### src/rtl/sigma_delta_modulator.sv
// First-order error-feedback delta-sigma modulator with a 2-entry sample FIFO.
// Linearly interpolates between consecutive PCM samples across each OSR-cycle frame.
module sigma_delta_modulator #(
    parameter int unsigned WIDTH = 8,
    parameter int unsigned OSR   = 16
) (
    input  logic             CLK,
    input  logic             RST,
    input  logic [WIDTH-1:0] IN,
    input  logic             IN_VALID,
    output logic             IN_READY,
    output logic             OUT,
    output logic             UNDERRUN
);

    localparam int unsigned L  = $clog2(OSR);
    localparam int unsigned AW = WIDTH + L;
    localparam logic [WIDTH-1:0] MID    = WIDTH'(1 << (WIDTH - 1));
    localparam logic [L-1:0]     K_LAST = L'(OSR - 1);

    logic [L-1:0]            k_q, k_d;
    logic [1:0]              cnt_q, cnt_d;
    logic [1:0][WIDTH-1:0]   fifo_q, fifo_d;
    logic [WIDTH-1:0]        prev_q, prev_d;
    logic [WIDTH-1:0]        cur_q, cur_d;
    logic [AW-1:0]           acc_q, acc_d;
    logic                    out_q, out_d;
    logic                    underrun_q, underrun_d;
    logic                    in_ready_q, in_ready_d;

    logic                    push_c;
    logic                    boundary_c;
    logic                    pop_c;
    logic [AW-1:0]           v_c;
    logic [AW:0]             sum_c;

    // Next-state: FIFO (pop before push), frame bookkeeping, interpolation, modulator
    always_comb begin
        push_c     = IN_VALID && in_ready_q;
        boundary_c = (k_q == K_LAST);
        pop_c      = boundary_c && (cnt_q != 2'd0);

        k_d        = k_q + L'(1);
        fifo_d     = fifo_q;
        cnt_d      = cnt_q;
        prev_d     = prev_q;
        cur_d      = cur_q;

        if (boundary_c) begin
            prev_d = cur_q;
        end
        if (pop_c) begin
            cur_d     = fifo_q[0];
            fifo_d[0] = fifo_q[1];
            cnt_d     = cnt_q - 2'd1;
        end
        if (push_c) begin
            fifo_d[cnt_d[0]] = IN;
            cnt_d            = cnt_d + 2'd1;
        end

        in_ready_d = (cnt_d < 2'd2);
        underrun_d = boundary_c && (cnt_q == 2'd0);

        // prev*(OSR-k) + cur*k equals prev*OSR + (cur-prev)*k and stays unsigned
        v_c   = AW'(prev_q) * (AW'(OSR) - AW'(k_q)) + AW'(cur_q) * AW'(k_q);
        sum_c = {1'b0, acc_q} + {1'b0, v_c};
        acc_d = sum_c[AW-1:0];
        out_d = sum_c[AW];
    end

    always_ff @(posedge CLK or negedge RST) begin
        if (!RST) begin
            k_q        <= '0;
            cnt_q      <= '0;
            fifo_q     <= '0;
            prev_q     <= MID;
            cur_q      <= MID;
            acc_q      <= '0;
            out_q      <= 1'b0;
            underrun_q <= 1'b0;
            in_ready_q <= 1'b0;
        end else begin
            k_q        <= k_d;
            cnt_q      <= cnt_d;
            fifo_q     <= fifo_d;
            prev_q     <= prev_d;
            cur_q      <= cur_d;
            acc_q      <= acc_d;
            out_q      <= out_d;
            underrun_q <= underrun_d;
            in_ready_q <= in_ready_d;
        end
    end

    assign IN_READY = in_ready_q;
    assign OUT      = out_q;
    assign UNDERRUN = underrun_q;

endmodule
### config.mk
export PLATFORM = sky130hd
export DESIGN_NAME = sigma_delta_modulator
export DESIGN_NICKNAME = d
export VERILOG_FILES = /design/src/rtl/sigma_delta_modulator.sv
export SDC_FILE = /design/constraint.sdc
export NUM_CORES = 1
export LEC_CHECK = 0
export CORE_ASPECT_RATIO = 1.1
export CORE_MARGIN = 2
export CORE_UTILIZATION = 45
export DETAILED_ROUTE_END_ITERATION = 7
export PLACE_DENSITY_LB_ADDON = 0.3
export SLEW_MARGIN = 20
export SYNTH_ARGS = -nofsm -noshare
export SYNTH_HDL_FRONTEND = slang
export SYNTH_SLANG_ARGS = --single-unit
### constraint.sdc
create_clock -name CLK -period 6.7 [get_ports CLK]
set_input_delay 0.67 -clock CLK [delete_from_list [all_inputs] [get_ports CLK]]
set_output_delay 0.67 -clock CLK [all_outputs]
set_load 0.02 [all_outputs]
==> summary.txt <==
Status
  • Outcome: finished, final reports clean

Clocking
  • H-tree depth: 2
  • CTS tree: yes
  • Clk slew on worst S/H paths: 0.07 ns
  • CTS Hold Buffers Added: 0
  • Clock root buffer: clkbuf_16
  • Maximum clock insertion buffer count: 2
  • Clk sinks: 53
  • Clk_lat worst skew: 0.30 ns
  • Total CTS buffers: 5

Die
  • Row Count: 39
  • Core area: 0.0103 sq mm
  • Die X: 102 microns
  • Die area: 0.0114 sq mm
  • Starting density of the core: 46.0%
  • I/O Pins: 14
  • Die H: 112 microns

Drt
  • WL final: 8.43 mm
  • Initial DRT Pass Iterations: 4
  • DRC violations left: 0
  • Wire per inst: 13.8 microns
  • Post-DRT Antenna Nets: 0
  • Via total after detailed routing: 3063
  • Avg Vias per Cell: 5.00
  • Drt initial violations: 89

Global routing
  • GRT overflow: 0
  • Total GRT Usage: 16.2%
  • Largest net degree at the start of global routing: 54
  • Initial antenna violation count: 0
  • Vias in the first global route: 3248
  • First-pass GRT wire length: 14.7 mm

Synth
  • Post-synth ARST share: 100%
  • Syn Area/Cell: 10.5 sq um
  • Mapped Cells: 455
  • Synthesized area: 0.00476 sq mm
  • Ys flop type: dfrtp_1
  • Sequential share of the synthesized area: 27.9%
  • Syn nets: 562
  • Number of flops mapped to enable cells by yosys: 0
  • Yosys cell types: 48
  • Warnings from Yosys: 0
  • Register bit total from synthesis: 53

Job
  • Max cap viols: 0

STA
  • Max Clk Rate: 0.159 GHz
  • Setup violators final: 0
  • Fin. Hold Viols: 0
  • Least-Margin Pin Slew: 0.675 ns
  • RSZ-0062 raised after global routing: no
  • Crit path time final: 6.30 ns
  • Final setup TNS: 0 ns
  • Fin. max-slew vios: 0
  • Clk_skew: 0.00501 ns
  • Rel. slew slack: 55.0%
  • Period utilization: 94.1%

Worst setup path
  • Crit path max fanout: 12
  • Critical Path AT: 6.47 ns
  • Crit start category: flop
  • Kind of critical path: flop to flop
  • Critical path endpoint category: flop
  • Req. time, crit path: 6.87 ns

Cells and area
  • Register area: 0.00133 sq mm
  • N_diodes: 0
  • Layout cells sized above 1: 10.9%
  • Nets: 575
  • Commonest non-fill, non-tap cell in the layout: inv_1
  • Footprint of the multi-input gates: 0.00314 sq mm
  • Synth-to-layout area growth: 9.63%
  • Commonest cells after routing, fill and taps aside: inv_1, dfrtp_1, ha_1
  • Fillcell total: 981

Placed design
  • Hpwl dp: 6.80 mm
  • RePlAce Congestion: 0.831
  • # port buffers: 13

Worst hold path
  • HP Class: input pin to asynchronous set/reset pin
## worst max-delay path, cell delays in order, from the launching register on
cell and delay [ns]:
dfrtp_1 0.57, inv_1 0.08, ha_1 0.23, xnor2_2 0.33, nand2_1 0.14, fa_1 0.51, inv_1 0.05, fa_1 0.53
fa_1 0.44, fa_1 0.54, inv_1 0.05, fa_1 0.52, inv_1 0.04, ha_1 0.35, and3_1 0.17, a21oi_1 0.05
and3_1 0.18, o31ai_1 0.31, xnor2_1 0.13, ha_1 0.32, inv_1 0.09, nand3_1 0.09, o21ai_0 0.08, a211oi_1 0.24
o211ai_1 0.13
## stage by stage
| stage | cell area, sq um | instances | setup slack (ns) | util, % | hold slack (ns) |
|---|---|---|---|---|---|
| final | 5210 | 612 | 0.399 | 50.4 | 0.489 |
| after global routing | 5210 | 612 | 0.0278 | 50.4 | 0.516 |
| after CTS | 5200 | 612 | 0.184 | 50.3 | 0.497 |
| after detailed placement | 5030 | 604 | 0.177 | 48.6 | 0.479 |
| after global placement | 5030 | 604 | 0.464 | 48.6 | 0.464 |
| after floorplan | 4760 | 455 | 0.476 | - | 0.374 |
## cell type report
type | instances | area share [%]
Sequential cell | 53 | 25.5
Tap cell | 143 | 3.43
Inverter | 62 | 4.46
Clock inverter | 3 | 0.912
Timing Repair Buffer | 17 | 2.98
Clock buffer | 5 | 2.40
Multi-Input combinational cell | 329 | 60.3
## synth_stat cells (2+ instances only)
cell	instances	share of area (%)
inv_1	62	4.9
dfrtp_1	51	27
ha_1	49	13
fa_1	47	20
and2_1	41	5.4
nand2_1	39	3.1
mux2_2	24	5.7
a21oi_1	23	2.4
xnor2_1	20	3.7
nor2_1	17	1.3
mux2i_1	8	1.7
xor2_1	7	1.3
nor3_1	6	0.63
clkbuf_1	5	0.39
nand3_1	5	0.53
buf_2	4	0.42
o21ai_0	4	0.42
a21o_1	3	0.47
o21a_1	3	0.47
o22ai_1	3	0.39
a211o_1	2	0.37
and3_1	2	0.26
dfstp_2	2	1.1
nor2b_1	2	0.26
o21bai_1	2	0.32
or2_2	2	0.26
## logic make-up after synthesis
logic type	count (synthesis)	synth area share (%)
adders and majority gates	96	32.7
DFF	53	27.9
muxes	32	7.37
xor gates and xnor gates	28	5.31
AOI/OAI and AO/OA	53	7.34
and+or+nand+nor	120	13.3
buffers and inverters	73	6.10
## flip-flops by register name, summed over array words and instances (netlist names)
| name | count |
|---|---|
| IN_READY | 1 |
| cnt_q | 2 |
| k_q | 4 |
| cur_q | 8 |
| fifo_q | 16 |
| UNDERRUN | 1 |
| OUT | 1 |
| acc_q | 12 |
| prev_q | 8 |
## metal layers
layer  track usage (%)  part of all wire (%)
met1              20.3                    44
met5                 0                     0
met3              2.51                   2.1
met4              4.53                   1.2
met2              28.8                    53
## repair_timing
action / 4_1_cts / 5_1_grt
resized for setup: 0 / 2
buffers inserted: 0 / 0
hold endpoints to repair: 0 / 0
setup endpoints to repair: 0 / 4
## path summary, 6_finish.rpt
| kind | slack, ns | depth (start not counted) | from | endpoint |
|---|---|---|---|---|
| min | 0.49 | 2 | RST | fifo_q[1] |
| max | 0.40 | 24 | k_q[1] | acc_q[11] |
| max in group asynchronous | 5.73 | 2 | RST | k_q[0] |
| max reg2reg | 0.40 | 24 | k_q[1] | acc_q[11] |
| min reg2reg | 0.49 | 1 | acc_q[0] | acc_q[0] |
| min in group CLK | 0.49 | 1 | acc_q[0] | acc_q[0] |
Power is left out: the tool's default activity adds up to more than one toggle a clock period on the data nets, which glitch-free logic cannot reach.
